<file path="src/rtl/dac_pair_spi_tx.sv">
// Serializes one captured 16-bit sample pair as two 24-bit SPI frames (command byte + data)
// to a dual-channel DAC. SPI mode 0, MSB first, one pair per in_ready window.
module dac_pair_spi_tx #(
    parameter int unsigned CLK_DIV   = 4,
    parameter int unsigned FRAME_GAP = 2,
    parameter logic [7:0]  CMD_A     = 8'h30,
    parameter logic [7:0]  CMD_B     = 8'h31,
    parameter bit          TWOS_COMP = 1'b0
) (
    input  logic        clk,
    input  logic        rst,
    input  logic        in_valid,
    input  logic [15:0] s1,
    input  logic [15:0] s2,
    output logic        in_ready,
    output logic        sclk,
    output logic        cs_n,
    output logic        mosi,
    output logic        busy,
    output logic        done
);

    localparam logic [7:0]  HP_LAST   = 8'(CLK_DIV - 1);
    localparam logic [7:0]  GAP_LAST  = 8'(FRAME_GAP - 1);
    localparam logic [15:0] DATA_FLIP = TWOS_COMP ? 16'h8000 : 16'h0000;

    typedef enum logic [2:0] {
        StIdle,
        StShiftA,
        StGapA,
        StShiftB,
        StGapB
    } state_e;

    state_e      r_state;
    state_e      w_state_d;

    logic [7:0]  r_hp_cnt;
    logic [4:0]  r_bit_cnt;
    logic [7:0]  r_gap_cnt;
    logic        r_sclk_lvl;
    logic [23:0] r_frame_a;
    logic [23:0] r_frame_b;

    logic        w_accept;
    logic        w_shifting;
    logic        w_gapping;
    logic        w_hp_last;
    logic        w_frame_last;
    logic        w_gap_last;

    assign w_accept     = (r_state == StIdle) && in_valid;
    assign w_shifting   = (r_state == StShiftA) || (r_state == StShiftB);
    assign w_gapping    = (r_state == StGapA) || (r_state == StGapB);
    assign w_hp_last    = (r_hp_cnt == HP_LAST);
    // Frame ends on the falling-edge slot that follows the 24th rising edge.
    assign w_frame_last = w_shifting && w_hp_last && r_sclk_lvl && (r_bit_cnt == 5'd0);
    assign w_gap_last   = (r_gap_cnt == GAP_LAST);

    // State register
    always_ff @(posedge clk or posedge rst) begin
        if (rst) begin
            r_state <= StIdle;
        end else begin
            r_state <= w_state_d;
        end
    end

    // Next-state logic
    always_comb begin
        w_state_d = r_state;
        case (r_state)
            StIdle:   if (in_valid)     w_state_d = StShiftA;
            StShiftA: if (w_frame_last) w_state_d = StGapA;
            StGapA:   if (w_gap_last)   w_state_d = StShiftB;
            StShiftB: if (w_frame_last) w_state_d = StGapB;
            StGapB:   if (w_gap_last)   w_state_d = StIdle;
            default:                    w_state_d = StIdle;
        endcase
    end

    // Half-period, bit and gap counters; all restart on every state entry.
    always_ff @(posedge clk or posedge rst) begin
        if (rst) begin
            r_hp_cnt   <= 8'd0;
            r_bit_cnt  <= 5'd23;
            r_gap_cnt  <= 8'd0;
            r_sclk_lvl <= 1'b0;
        end else if (w_state_d != r_state) begin
            r_hp_cnt   <= 8'd0;
            r_bit_cnt  <= 5'd23;
            r_gap_cnt  <= 8'd0;
            r_sclk_lvl <= 1'b0;
        end else if (w_shifting) begin
            if (w_hp_last) begin
                r_hp_cnt   <= 8'd0;
                r_sclk_lvl <= ~r_sclk_lvl;
                if (r_sclk_lvl) begin
                    r_bit_cnt <= r_bit_cnt - 5'd1;
                end
            end else begin
                r_hp_cnt <= r_hp_cnt + 8'd1;
            end
        end else if (w_gapping) begin
            r_gap_cnt <= r_gap_cnt + 8'd1;
        end
    end

    // Sample capture; inputs are not looked at again until the next accept.
    always_ff @(posedge clk or posedge rst) begin
        if (rst) begin
            r_frame_a <= 24'd0;
            r_frame_b <= 24'd0;
        end else if (w_accept) begin
            r_frame_a <= {CMD_A, s1 ^ DATA_FLIP};
            r_frame_b <= {CMD_B, s2 ^ DATA_FLIP};
        end
    end

    // Output logic
    always_comb begin
        in_ready = 1'b0;
        busy     = 1'b1;
        cs_n     = 1'b1;
        sclk     = 1'b0;
        mosi     = 1'b0;
        done     = 1'b0;
        case (r_state)
            StIdle: begin
                in_ready = 1'b1;
                busy     = 1'b0;
            end
            StShiftA: begin
                cs_n = 1'b0;
                sclk = r_sclk_lvl;
                mosi = r_frame_a[r_bit_cnt];
            end
            StShiftB: begin
                cs_n = 1'b0;
                sclk = r_sclk_lvl;
                mosi = r_frame_b[r_bit_cnt];
            end
            StGapB: begin
                done = w_gap_last;
            end
            default: begin
                busy = 1'b1;
            end
        endcase
    end

endmodule

</file>
<file path="config.mk">
export PLATFORM = sky130hd
export DESIGN_NAME = dac_pair_spi_tx
export DESIGN_NICKNAME = d
export VERILOG_FILES = /design/src/rtl/dac_pair_spi_tx.sv
export SDC_FILE = /design/constraint.sdc
export NUM_CORES = 1
export LEC_CHECK = 0
export BUFFER_PORTS_ARGS = -buffer_cell sky130_fd_sc_hd__buf_2
export CAP_MARGIN = 20
export CORE_UTILIZATION = 37
export CTS_BUF_LIST = sky130_fd_sc_hd__clkbuf_8
export CTS_CLUSTER_DIAMETER = 150
export DETAILED_ROUTE_END_ITERATION = 10
export MAX_ROUTING_LAYER = met4
export PLACE_DENSITY = 0.53
export SYNTH_ARGS = -nofsm -noshare
export SYNTH_HDL_FRONTEND = slang
export SYNTH_SLANG_ARGS = --single-unit
</file>
<file path="constraint.sdc">
create_clock -name clk -period 6.2 [get_ports clk]
set_input_delay 0.93 -clock clk [delete_from_list [all_inputs] [get_ports clk]]
set_output_delay 0.93 -clock clk [all_outputs]
set_load 0.02 [all_outputs]
</file>
==> impl_metrics.yaml <==
cts:
  clock_path_buffers: 2
  cts-root-buf: "clkbuf_8"
  cts_hold_buffers: 0
  clkLatencyLatePin_ns: 0.33
  cts_buffers: 9
  ctsResizeCount: 0
  postCtsSetupBuffers: 0
  htree_levels: 3
  clk_pin_slew_ns: 0.07
  cts_sinks: 58
  cts_tree: "yes"
grt:
  antenna_found_initial: 0
  grt.total_usage_pct: 15.78
  grt_pass1_vias: 2088
  grt_overflow_total: 0
  grt_max_degree: 59
  grt_pass1_wl_mm: 10.01
setup_path:
  cp-end-kind: "primary output"
  path_max_fanout: 18
  critPathKind: "flop to primary output"
  critPathLaunchType: "flop"
  cp.arrival_ns: 2.42
  reg2reg_depth: 5
  crit_required_ns: 5.27
power_and_ir_drop:
  leakage_nw: 1.572
  power_density_mw_per_mm2: 336.0
  ir_drop_mv: 0.1727
routing:
  drc: 0
  drt_pass1_iterations: 4
  final_antenna_net_count: 0
  vias_per_cell: 5.022
  vias: 2079
  routed_wl_mm: 5.840
  dr.first_iter.drc_count: 106
  post_drt_wl_per_cell_um: 14.11
yosys:
  ys_types: 43
  syn_area_per_cell_sq_um: 11.20
  synth-seq-area-share_pct: 48.54
  synth_warnings: 0
  netlist_instances: 268
  synth_nets: 308
  syn_area_sq_mm: 0.003000
  synth_seq_cells: 58
timing:
  slew_headroom_pct: 50.66
  drv_slew: 0
  finalHoldViolations: 0
  setup_ws_ns: 2.850
  finalSetupViolations: 0
  max_freq_mhz: 298.5
  fin_crit_sh_pct: 54.03
  clock_skew_ns: 0.006646
  rsz0062_at_grt: "no"
  fin_crit_ns: 3.350
  worstMarginPinSlew_ns: 0.7400
  totalNegativeSetupSlack_ns: 0
die:
  initial_core_util_pct: 38.63
  dieArea_sq_mm: 0.008473
  die-width_um: 92.05
  core_area_sq_mm: 0.007767
  fp.dieH_um: 92.05
  rows: 32
  ioPinCount: 41
placement:
  portBuffers: 40
  placed_area_sq_mm: 0.003244
  dpl_worst_slack_ns: 3.198
  place.gp.congestion: 0.8280
  hpwl_mm: 4.074
run_status:
  status: "completed"
hold_path:
  min-delay-path-class: "flop to flop"
  worstHoldPathCells: 1
cells_and_area:
  layout_common_cells: "dfrtp_1 (54), buf_2 (40), mux2_2 (33), nor2_1 (26), nand2_1 (16)"
  layout-drive-gt1-share_pct: 33.33
  mostFrequentLayoutCell: "dfrtp_1"
  antenna_cells: 0
  area_growth_pct: 15.43
  nNetsFinal: 347
  fin_area_sq_mm: 0.003463
flow_run:
  drv_cap: 0
## logic make-up (layout without fill, tap and decap cells)
logic type / count (synthesis) / after routing / synth area share (%)
and+or+nand+nor: 84 / 84 / 15.05
buffers and inverters: 24 / 68 / 4.628
AOI/OAI and AO/OA: 34 / 34 / 7.548
muxes: 47 / 47 / 17.47
xor gates and xnor gates: 16 / 16 / 4.671
DFF: 58 / 58 / 48.54
adders and majority gates: 5 / 5 / 2.085
## power by group
group / switching (W) / internal (W)
clock network: 0.000153 / 0.000225
logic: 0.000121 / 0.000139
registers: 0.0000785 / 0.000446
## layer usage
| metal | wire (um) | vias up | global-route usage, % |
|---|---|---|---|
| met5 | 0 | - | - |
| met2 | 2868 | 29 | 24.38 |
| met1 | 2702 | 1022 | 19.63 |
| met3 | 200 | 6 | 5.224 |
| met4 | 69 | 0 | 4.818 |
| li1 | - | 1022 | - |
## cells in the mapped netlist, drive strengths merged
cell type	instances	area, sq um
clkbuf	2	7.510
a21oi	9	45.04
dfrtp	54	1351
mux4	1	22.52
a22oi	3	22.52
xnor2	9	78.83
nand4b	1	23.77
o21ai	8	40.04
nor4b	3	32.53
or2b	1	7.510
nand2b	1	6.260
and3b	1	8.760
o2bb2ai	1	8.760
a211o	1	8.760
dfstp	4	105.1
inv	10	37.53
nand3	11	55.05
xor2	7	61.31
nor2	27	101.4
o311ai	2	17.52
mux2	33	371.6
a21bo	1	16.27
nor4	1	6.260
buf	12	93.83
and3	2	12.51
ha	5	62.56
nor3b	1	18.77
or4	1	7.510
nand4	4	25.02
a31oi	3	18.77
nand3b	3	22.52
nand2	16	60.06
or2	2	12.51
mux2i	13	130.1
nor2b	5	31.28
a211oi	3	22.52
a2111oi	3	26.28
nor3	4	20.02
## area by class of cell
type,instances,area [sq um]
clock buffer,9,123.9
sequential,58,1456
multi-input combinational,186,1408
clock inverter,7,95.09
tap,102,127.6
inverter,10,37.54
fill,780,4304
timing repair buffer,42,215.2
## sequential cells by signal, summed over array words and instances (netlist names)
signal	count
r_frame_a	16
r_bit_cnt	5
r_frame_b	17
r_gap_cnt	8
r_state	3
r_sclk_lvl	1
r_hp_cnt	8
## stage by stage
stage               total power, W  utilization, %  hold slack (ns)  std cells
floorplan                0.0007342               -           0.4623        268
global placement         0.0007904           41.77           0.4912        398
detailed placement       0.0007961           41.77           0.4922        398
CTS                       0.001184           44.59           0.5090        414
global route              0.001239           44.59           0.5279        414
finish                    0.001164           44.59           0.5054        414
## worst paths after layout
path | to | slack [ns] | startpoint
min in group asynchronous | r_frame_a[12] | 0.78 | rst
worst max register to register | r_bit_cnt[1] | 4.12 | r_bit_cnt[0]
worst max-delay path | mosi | 2.85 | r_bit_cnt[0]
max in group asynchronous | r_hp_cnt[6] | 4.91 | rst
worst min-delay path | r_frame_a[2] | 0.51 | r_frame_a[2]
worst min register to register | r_frame_a[2] | 0.51 | r_frame_a[2]
## critical path, stage by stage, from the launching register on
cell,delay [ns]
dfstp_2,0.83
mux4_2,0.56
o311ai_0,0.28
o311ai_0,0.20
buf_2,0.20
Power figures use the tool's default switching activity.
